File: config.mk
export PLATFORM = sky130hd
export DESIGN_NAME = pkt_framer
export DESIGN_NICKNAME = d
export VERILOG_FILES = /design/src/rtl/pkt_framer.sv
export SDC_FILE = /design/constraint.sdc
export NUM_CORES = 1
export LEC_CHECK = 0
export ABC_AREA = 1
export CAP_MARGIN = 0
export CORE_MARGIN = 5
export CORE_UTILIZATION = 30
export CTS_CLUSTER_SIZE = 20
export DETAILED_ROUTE_END_ITERATION = 8
export GPL_TIMING_DRIVEN = 0
export MAX_ROUTING_LAYER = met4
export PLACE_DENSITY_LB_ADDON = 0.1
export RECOVER_POWER = 100
export SETUP_SLACK_MARGIN = 0.1
export SYNTH_ARGS = -nofsm -noshare
export SYNTH_HDL_FRONTEND = slang
export SYNTH_SLANG_ARGS = --single-unit
File: constraint.sdc
create_clock -name clk -period 1.7 [get_ports clk]
set_input_delay 0.17 -clock clk [delete_from_list [all_inputs] [get_ports clk]]
set_output_delay 0.17 -clock clk [all_outputs]
set_load 0.02 [all_outputs]
File: src/rtl/pkt_framer.sv
// Frame generator: queues frame-length requests and emits head/data/tail bursts
// with a forced idle gap after each tail. Tracks completed frames and bad lengths.
module pkt_framer #(
    parameter int LEN_W   = 8,
    parameter int QDEPTH  = 2,
    parameter int MIN_GAP = 1
) (
    input  logic             clk,
    input  logic             reset,
    input  logic             req_valid,
    input  logic [LEN_W-1:0] req_len,
    output logic             req_ready,
    output logic             head,
    output logic             tail,
    output logic             valid,
    output logic             busy,
    output logic [15:0]      frame_count,
    output logic             err_len
);

    localparam int AW    = $clog2(QDEPTH);
    localparam int GAP_W = (MIN_GAP > 1) ? $clog2(MIN_GAP) : 1;
    localparam logic [AW:0]      FULL_CNT = (AW+1)'(QDEPTH);
    localparam logic [GAP_W-1:0] GAP_LOAD = (MIN_GAP > 0) ? GAP_W'(MIN_GAP - 1) : '0;
    localparam logic [LEN_W-1:0] MIN_LEN  = LEN_W'(2);

    typedef enum logic [2:0] {
        S_IDLE = 3'd0,
        S_HEAD = 3'd1,
        S_DATA = 3'd2,
        S_TAIL = 3'd3,
        S_GAP  = 3'd4
    } state_t;

    state_t           state, state_n;
    logic [LEN_W-1:0] cnt, cnt_n;
    logic [GAP_W-1:0] gap, gap_n;

    logic [LEN_W-1:0] mem [QDEPTH];
    logic [AW-1:0]    wr_ptr, rd_ptr;
    logic [AW:0]      fifo_cnt;
    logic             fifo_empty, fifo_full;
    logic             accept, push, pop;
    logic [LEN_W-1:0] q_len;

    assign fifo_empty = (fifo_cnt == '0);
    assign fifo_full  = (fifo_cnt == FULL_CNT);
    assign req_ready  = !fifo_full;
    assign accept     = req_valid && req_ready;
    assign push       = accept && (req_len >= MIN_LEN);
    assign q_len      = mem[rd_ptr];

    // Storage carries no reset; occupancy is tracked by fifo_cnt alone.
    always_ff @(posedge clk) begin
        if (push)
            mem[wr_ptr] <= req_len;
    end

    always_ff @(posedge clk) begin
        if (reset) begin
            wr_ptr   <= '0;
            rd_ptr   <= '0;
            fifo_cnt <= '0;
        end else begin
            if (push)
                wr_ptr <= wr_ptr + 1'b1;
            if (pop)
                rd_ptr <= rd_ptr + 1'b1;
            if (push && !pop)
                fifo_cnt <= fifo_cnt + 1'b1;
            else if (!push && pop)
                fifo_cnt <= fifo_cnt - 1'b1;
        end
    end

    always_ff @(posedge clk) begin
        if (reset) begin
            state       <= S_IDLE;
            cnt         <= '0;
            gap         <= '0;
            frame_count <= '0;
            err_len     <= 1'b0;
        end else begin
            state   <= state_n;
            cnt     <= cnt_n;
            gap     <= gap_n;
            err_len <= accept && (req_len < MIN_LEN);
            if (state == S_TAIL)
                frame_count <= frame_count + 16'd1;
        end
    end

    // Beat counter holds the number of DATA beats still to emit.
    always_comb begin
        state_n = state;
        cnt_n   = cnt;
        gap_n   = gap;
        pop     = 1'b0;
        case (state)
            S_IDLE: begin
                if (!fifo_empty) begin
                    pop     = 1'b1;
                    cnt_n   = q_len - MIN_LEN;
                    state_n = S_HEAD;
                end
            end
            S_HEAD: begin
                state_n = (cnt == '0) ? S_TAIL : S_DATA;
            end
            S_DATA: begin
                cnt_n = cnt - 1'b1;
                if (cnt == LEN_W'(1))
                    state_n = S_TAIL;
            end
            S_TAIL: begin
                if (MIN_GAP > 0) begin
                    gap_n   = GAP_LOAD;
                    state_n = S_GAP;
                end else if (!fifo_empty) begin
                    pop     = 1'b1;
                    cnt_n   = q_len - MIN_LEN;
                    state_n = S_HEAD;
                end else begin
                    state_n = S_IDLE;
                end
            end
            S_GAP: begin
                if (gap != '0) begin
                    gap_n = gap - 1'b1;
                end else if (!fifo_empty) begin
                    pop     = 1'b1;
                    cnt_n   = q_len - MIN_LEN;
                    state_n = S_HEAD;
                end else begin
                    state_n = S_IDLE;
                end
            end
            default: state_n = S_IDLE;
        endcase
    end

    assign head  = (state == S_HEAD);
    assign tail  = (state == S_TAIL);
    assign valid = (state == S_HEAD) || (state == S_DATA) || (state == S_TAIL);
    assign busy  = (state != S_IDLE) || !fifo_empty;

endmodule

# Word level (Yosys, flattened, before mapping)
# Memory sizes are Yosys's and may differ from the RTL's. A register that Yosys moved wholly into a read port is not among the register bits.
# Index checks and enable logic that the tools add are counted.
# classes
add_sub_neg	8
n_lt_le_gt_ge	2
n_eq_ne	9
n_mux	20
n_reduce_logical	21
# op_table
cell	count
one-hot mux 8 bit (3 select lines)	1
adder 16 x 1 -> 16 bit, second input constant	1
2-to-1 mux 8 bit	2
one-hot mux 3 bit (5 select lines)	1
2-to-1 mux 1 bit	9
2-to-1 mux 3 bit	3
== test 8 x 1 -> 1 bit, second input constant	1
greater-or-equal comparator 8 x 2 -> 1 bit, second input constant	1
logical NOT 8 bit	1
less-than comparator 8 x 2 -> 1 bit, second input constant	1
subtractor 8 x 1 -> 8 bit, second input constant	1
subtractor 8 x 2 -> 8 bit, second input constant	1
== test 3 x 2 -> 1 bit, second input constant	2
!= test 2 bit, second input constant	3
nonzero test 3 bit	2
logical AND 1 bit	5
logical NOT 1 bit	4
2-to-1 mux 2 bit	2
one-hot mux 1 bit (2 select lines)	2
nonzero test 2 bit	2
== test 3 x 1 -> 1 bit, second input constant	1
== test 3 bit, second input constant	1
logical NOT 3 bit	1
logical OR 1 bit	3
other kinds (8)	9
# totals
register_bits	33
ram_bits	16
word_cells	69
memories	1
# memory_table
name	words	word_bits	read_ports	rd_clocked_by_memory_dff	wr	line	text
mem	2	8	1	1	1	39	logic [LEN_W-1:0] mem [QDEPTH];

# Logic depth before layout (Yosys ltp)
# depth
depth_word	8
mapped_depth	10

# Least setup slack after synthesis
# Ideal clock, no wire load.
# synth_path
path_type	register to register
start	register fifo_cnt[0]
end	memory mem[0][0] (enable)
t_arrival_ps	1338
t_required_ps	1317
path_slack_ps	-21
path_stages_with_launch	5
period_less_slack_ps	1721
path_cell_list	dfxtp_1 inv_1 nand2_1 nand2_1 nor3_1
# synth_via
elab_chain_cells	6
# synth_lines
item	line	text
from (decl)	41	logic [AW:0] fifo_cnt;
from (signal assigned)	70	fifo_cnt <= fifo_cnt + 1'b1;
from (signal assigned)	72	fifo_cnt <= fifo_cnt - 1'b1;
== test 2 bit	47	assign fifo_full = (fifo_cnt == FULL_CNT);
logical NOT 1 bit	48	assign req_ready = !fifo_full;
via req_ready	12	output logic req_ready,
logical AND 1 bit	49	assign accept = req_valid && req_ready;
logical AND 1 bit	50	assign push = accept && (req_len >= MIN_LEN);
2-to-1 mux 1 bit	55	if (push)
2-to-1 mux 1 bit (not written as such)	56	mem[wr_ptr] <= req_len;
to (decl)	39	
# The timed path passes the listed nets, and every way through them passes these cells.

# Worst setup path after layout
# layout_path
start	input port req_len[4]
end	register fifo_cnt[1]
# layout_via
elab_chain_cells	5
# layout_lines
item	line	text
from (decl)	11	input logic [LEN_W-1:0] req_len,
greater-or-equal comparator 8 x 2 -> 1 bit (*)	50	
logical AND 1 bit (*)	50	
via push	43	logic accept, push, pop;
logical NOT 1 bit	71	else if (!push && pop)
logical AND 1 bit	71	
nonzero test 2 bit (no line)	-	
# The timed path passes the listed nets; every way through them passes the cells marked *.
# A chain may end at the register's enable or synchronous reset.

==> impl_metrics.csv <==
group,metric,value,unit
status,status,"finished, final reports clean",
placement,hpwl,4.59,mm
finish,antenna_cells,0,
clocking,cts_buffers,5,
clocking,cts_buffer_depth,2,
drt,drc,0,
grt,grt_overflow,0,
critical_path,cp_cell_sequence,"clkdlybuf4s50_1 -> nor2_1 -> nand2_1 -> nor2_4 -> nor2_1 -> ha_1 -> a21oi_1 -> o21ai_1 -> o21ai_1 -> a21oi_1",
hold_path,hold_path_end,"mem[1][1]",
clocking,path_clk_slew,0.09,ns
finish,nets,408,
floorplanning,ios,33,
synthesis,syn_area_per_cell,7.33,µm²
critical_path,r2r_start,"fifo_cnt[0]",
synthesis,synth_edf_count,16,
critical_path,cp.required,1.90,ns
drt,drt_wl_total,6.13,mm
floorplanning,start_util,31.0,%
sta,period_share,93.1,%
flow_run,maxCapViolations,0,
sta,worstMarginPinSlew,0.694,ns
finish,layout.cells.most_common,"nand2_1",
critical_path,max_stage_delay,0.50,ns
sta,period_minus_slack,1.58,ns
synthesis,synthFlopType,"dfxtp_1",
drt,drt_iter0_markers,85,
floorplanning,design.core.area,0.00830,mm²
floorplanning,die-area,0.0105,mm²
grt,grt_util_all_layers,12.9,%
sta,worst_slack,0.118,ns
clocking,clock_sinks,49,
synthesis,synth_seq_area_share,44.4,%
critical_path,path_class,"input pin to flop",
drt,num_vias,2309,
critical_path,crit_arrival,1.78,ns
hold_path,hold_path_class,"input pin to flop",
sta,slew_headroom,53.5,%
grt,grt_first_pass_wirelength,10.4,mm
clocking,cts-root-buf,"clkbuf_8",
synthesis,yosysUniqueCellTypes,35,
drt,via_per_inst,4.65,
sta,drv_slew,0,
synthesis,ys_async_sr_fraction,0,%
placement,portBuffers,31,
critical_path,crit_fanout,3,
critical_path,path_delay_family,"buffers and inverters",
clocking,htreeDepth,2,
clocking,cts_tree,"built",
placement,place_ws,-0.483,ns
grt,grt_max_degree,15,
critical_path,r2r_end,"fifo_cnt[1]",
sta,final_hold_viol_count,0,
synthesis,yosysWarnings,0,
drt,drt_pass1_iterations,4,
sta,fmax,0.632,GHz
critical_path,r2r_cells,9,
critical_path,endpoint_kind,"flop",
hold_path,min_from,"req_len[1]",
pwr,static-leakage-power,1.33,nW
floorplanning,floorplan.die.width,103,µm
critical_path,start_kind,"input pin",
floorplanning,std_cell_rows,33,
synthesis,syn_nets,368,
finish,final_core_util,37.5,%
pwr,power.ir.vdd_worst,658,µV
sta,fin_skew,0.00352,ns
placement,place.gp.congestion,0.909,
synthesis,syn-cell-area,0.00257,mm²
clocking,clock_latency,0.30,ns
grt,grt_pass1_vias,2160,
grt,antenna_found_initial,0,
synthesis,ys_ff_latch,49,
floorplanning,die_h,103,µm
synthesis,synth_cells,351,
critical_path,r2r_slack,0.17,ns
finish,syn_to_final_growth,20.9,%
finish,mostFrequentLayoutCells,"nand2_1 (83), inv_1 (53), nor2_1 (42)",
sta,setup_viol,0,
finish,layout-drive-gt1-share,9.95,%
critical_path,crit_buf_inv,1,
drt,drtAntennaViolNets,0,
hold_path,min_delay_path_depth,1,
sta,rsz0062_at_grt,"yes",
drt,wl_per_cell,12.3,µm
critical_path,cpMaxStageDelayCell,"clkdlybuf4s50_1",
pwr,p_per_area,1390,mW/mm²
[where the power goes]
| part | leakage (nW) | switching [mW] | internal (mW) |
|---|---|---|---|
| combinational | 0.866 | 1.31 | 0.711 |
| clock | 0.0486 | 0.395 | 0.323 |
| sequential | 0.419 | 0.150 | 1.44 |
[cell type report]
| class | instances | area (µm²) |
|---|---|---|
| repair buffers | 33 | 279 |
| plain buffers | 5 | 35.0 |
| clock inverters | 2 | 8.76 |
| flip-flops and latches | 49 | 1140 |
| inverters | 56 | 214 |
| well taps | 105 | 131 |
| clock buffers | 6 | 82.6 |
| fillers | 920 | 5190 |
| multi-input cells | 241 | 1210 |
[metal layers]
metal  part of all wire (%)  vias to the layer above  GRT usage (%)  wire length, µm
met5                      0                        -              -                0
met4                    1.2                        0           3.63               72
met3                    3.8                        6           2.64              234
met2                     43                       44           17.8             2650
met1                     52                     1045           19.0             3180
li1                       -                     1214              -                -
[flip-flops by register name (all words and copies together) (netlist names), named ones only]
signal / count
frame_count: 16
rd_ptr: 1
fifo_cnt: 2
state: 3
cnt: 8
mem: 16
wr_ptr: 1
err_len: 1
[through the flow]
stage	hold WS, ns	power (mW)	cells	cell area (µm²)	setup TNS, ns
after CTS	0.206	4.38	496	3140	0
after detailed placement	0.446	3.63	487	3020	-3.45
after global routing	0.216	4.77	497	3110	0
after global placement	0.438	3.63	487	3020	-3.34
final	0.214	4.33	497	3110	0
after floorplan	0.269	3.07	351	2580	0
[cells by family (layout without fill, tap and decap cells)]
group | Yosys count | after routing | share of synthesized area [%]
flip-flops | 49 | 49 | 44.4
buffers and inverters | 61 | 102 | 9.53
AND/OR/NAND/NOR | 184 | 184 | 31.8
AO/OA/AOI/OAI | 47 | 47 | 10.1
XOR/XNOR | 4 | 4 | 1.36
adder cells (fa/ha/maj) | 6 | 6 | 2.92
[cells in the mapped netlist, drive strengths merged, types with 2 or more instances]
cell type / number / area (µm²)
inv: 56 / 210
nand2: 90 / 350
nor3: 8 / 51.3
dfxtp: 33 / 661
o21ai: 20 / 104
xor2: 3 / 26.3
clkbuf: 2 / 7.51
nor2: 47 / 191
a21oi: 19 / 95.1
edfxtp: 16 / 480
nand3: 29 / 155
nor4: 2 / 12.5
o21a: 2 / 15.0
nand4: 6 / 43.8
ha: 6 / 75.1
buf: 3 / 27.5
[repair_timing]
item,4_1_cts,5_1_grt
setup buffers,1,1
hold buffers,0,0
cloned,0,0
resized for setup,24,15
pin swaps,3,2
endpoints found under the setup margin,10,27
[worst max path at each step]
stage	endpoint	slack (ns)	depth (start not counted)	startpoint
5_1_grt	frame_count[14]	0.03	9	state[2]
2_1_floorplan	fifo_cnt[1]	0.11	8	req_len[3]
3_5_place_dp	fifo_cnt[1]	-0.48	9	req_len[3]
6_report	fifo_cnt[1]	0.12	10	req_len[4]
4_1_cts	frame_count[12]	0.11	1	frame_count[12]
3_3_place_gp	fifo_cnt[1]	-0.47	9	req_len[3]
Note: power is estimated with default switching activity, not from simulation.
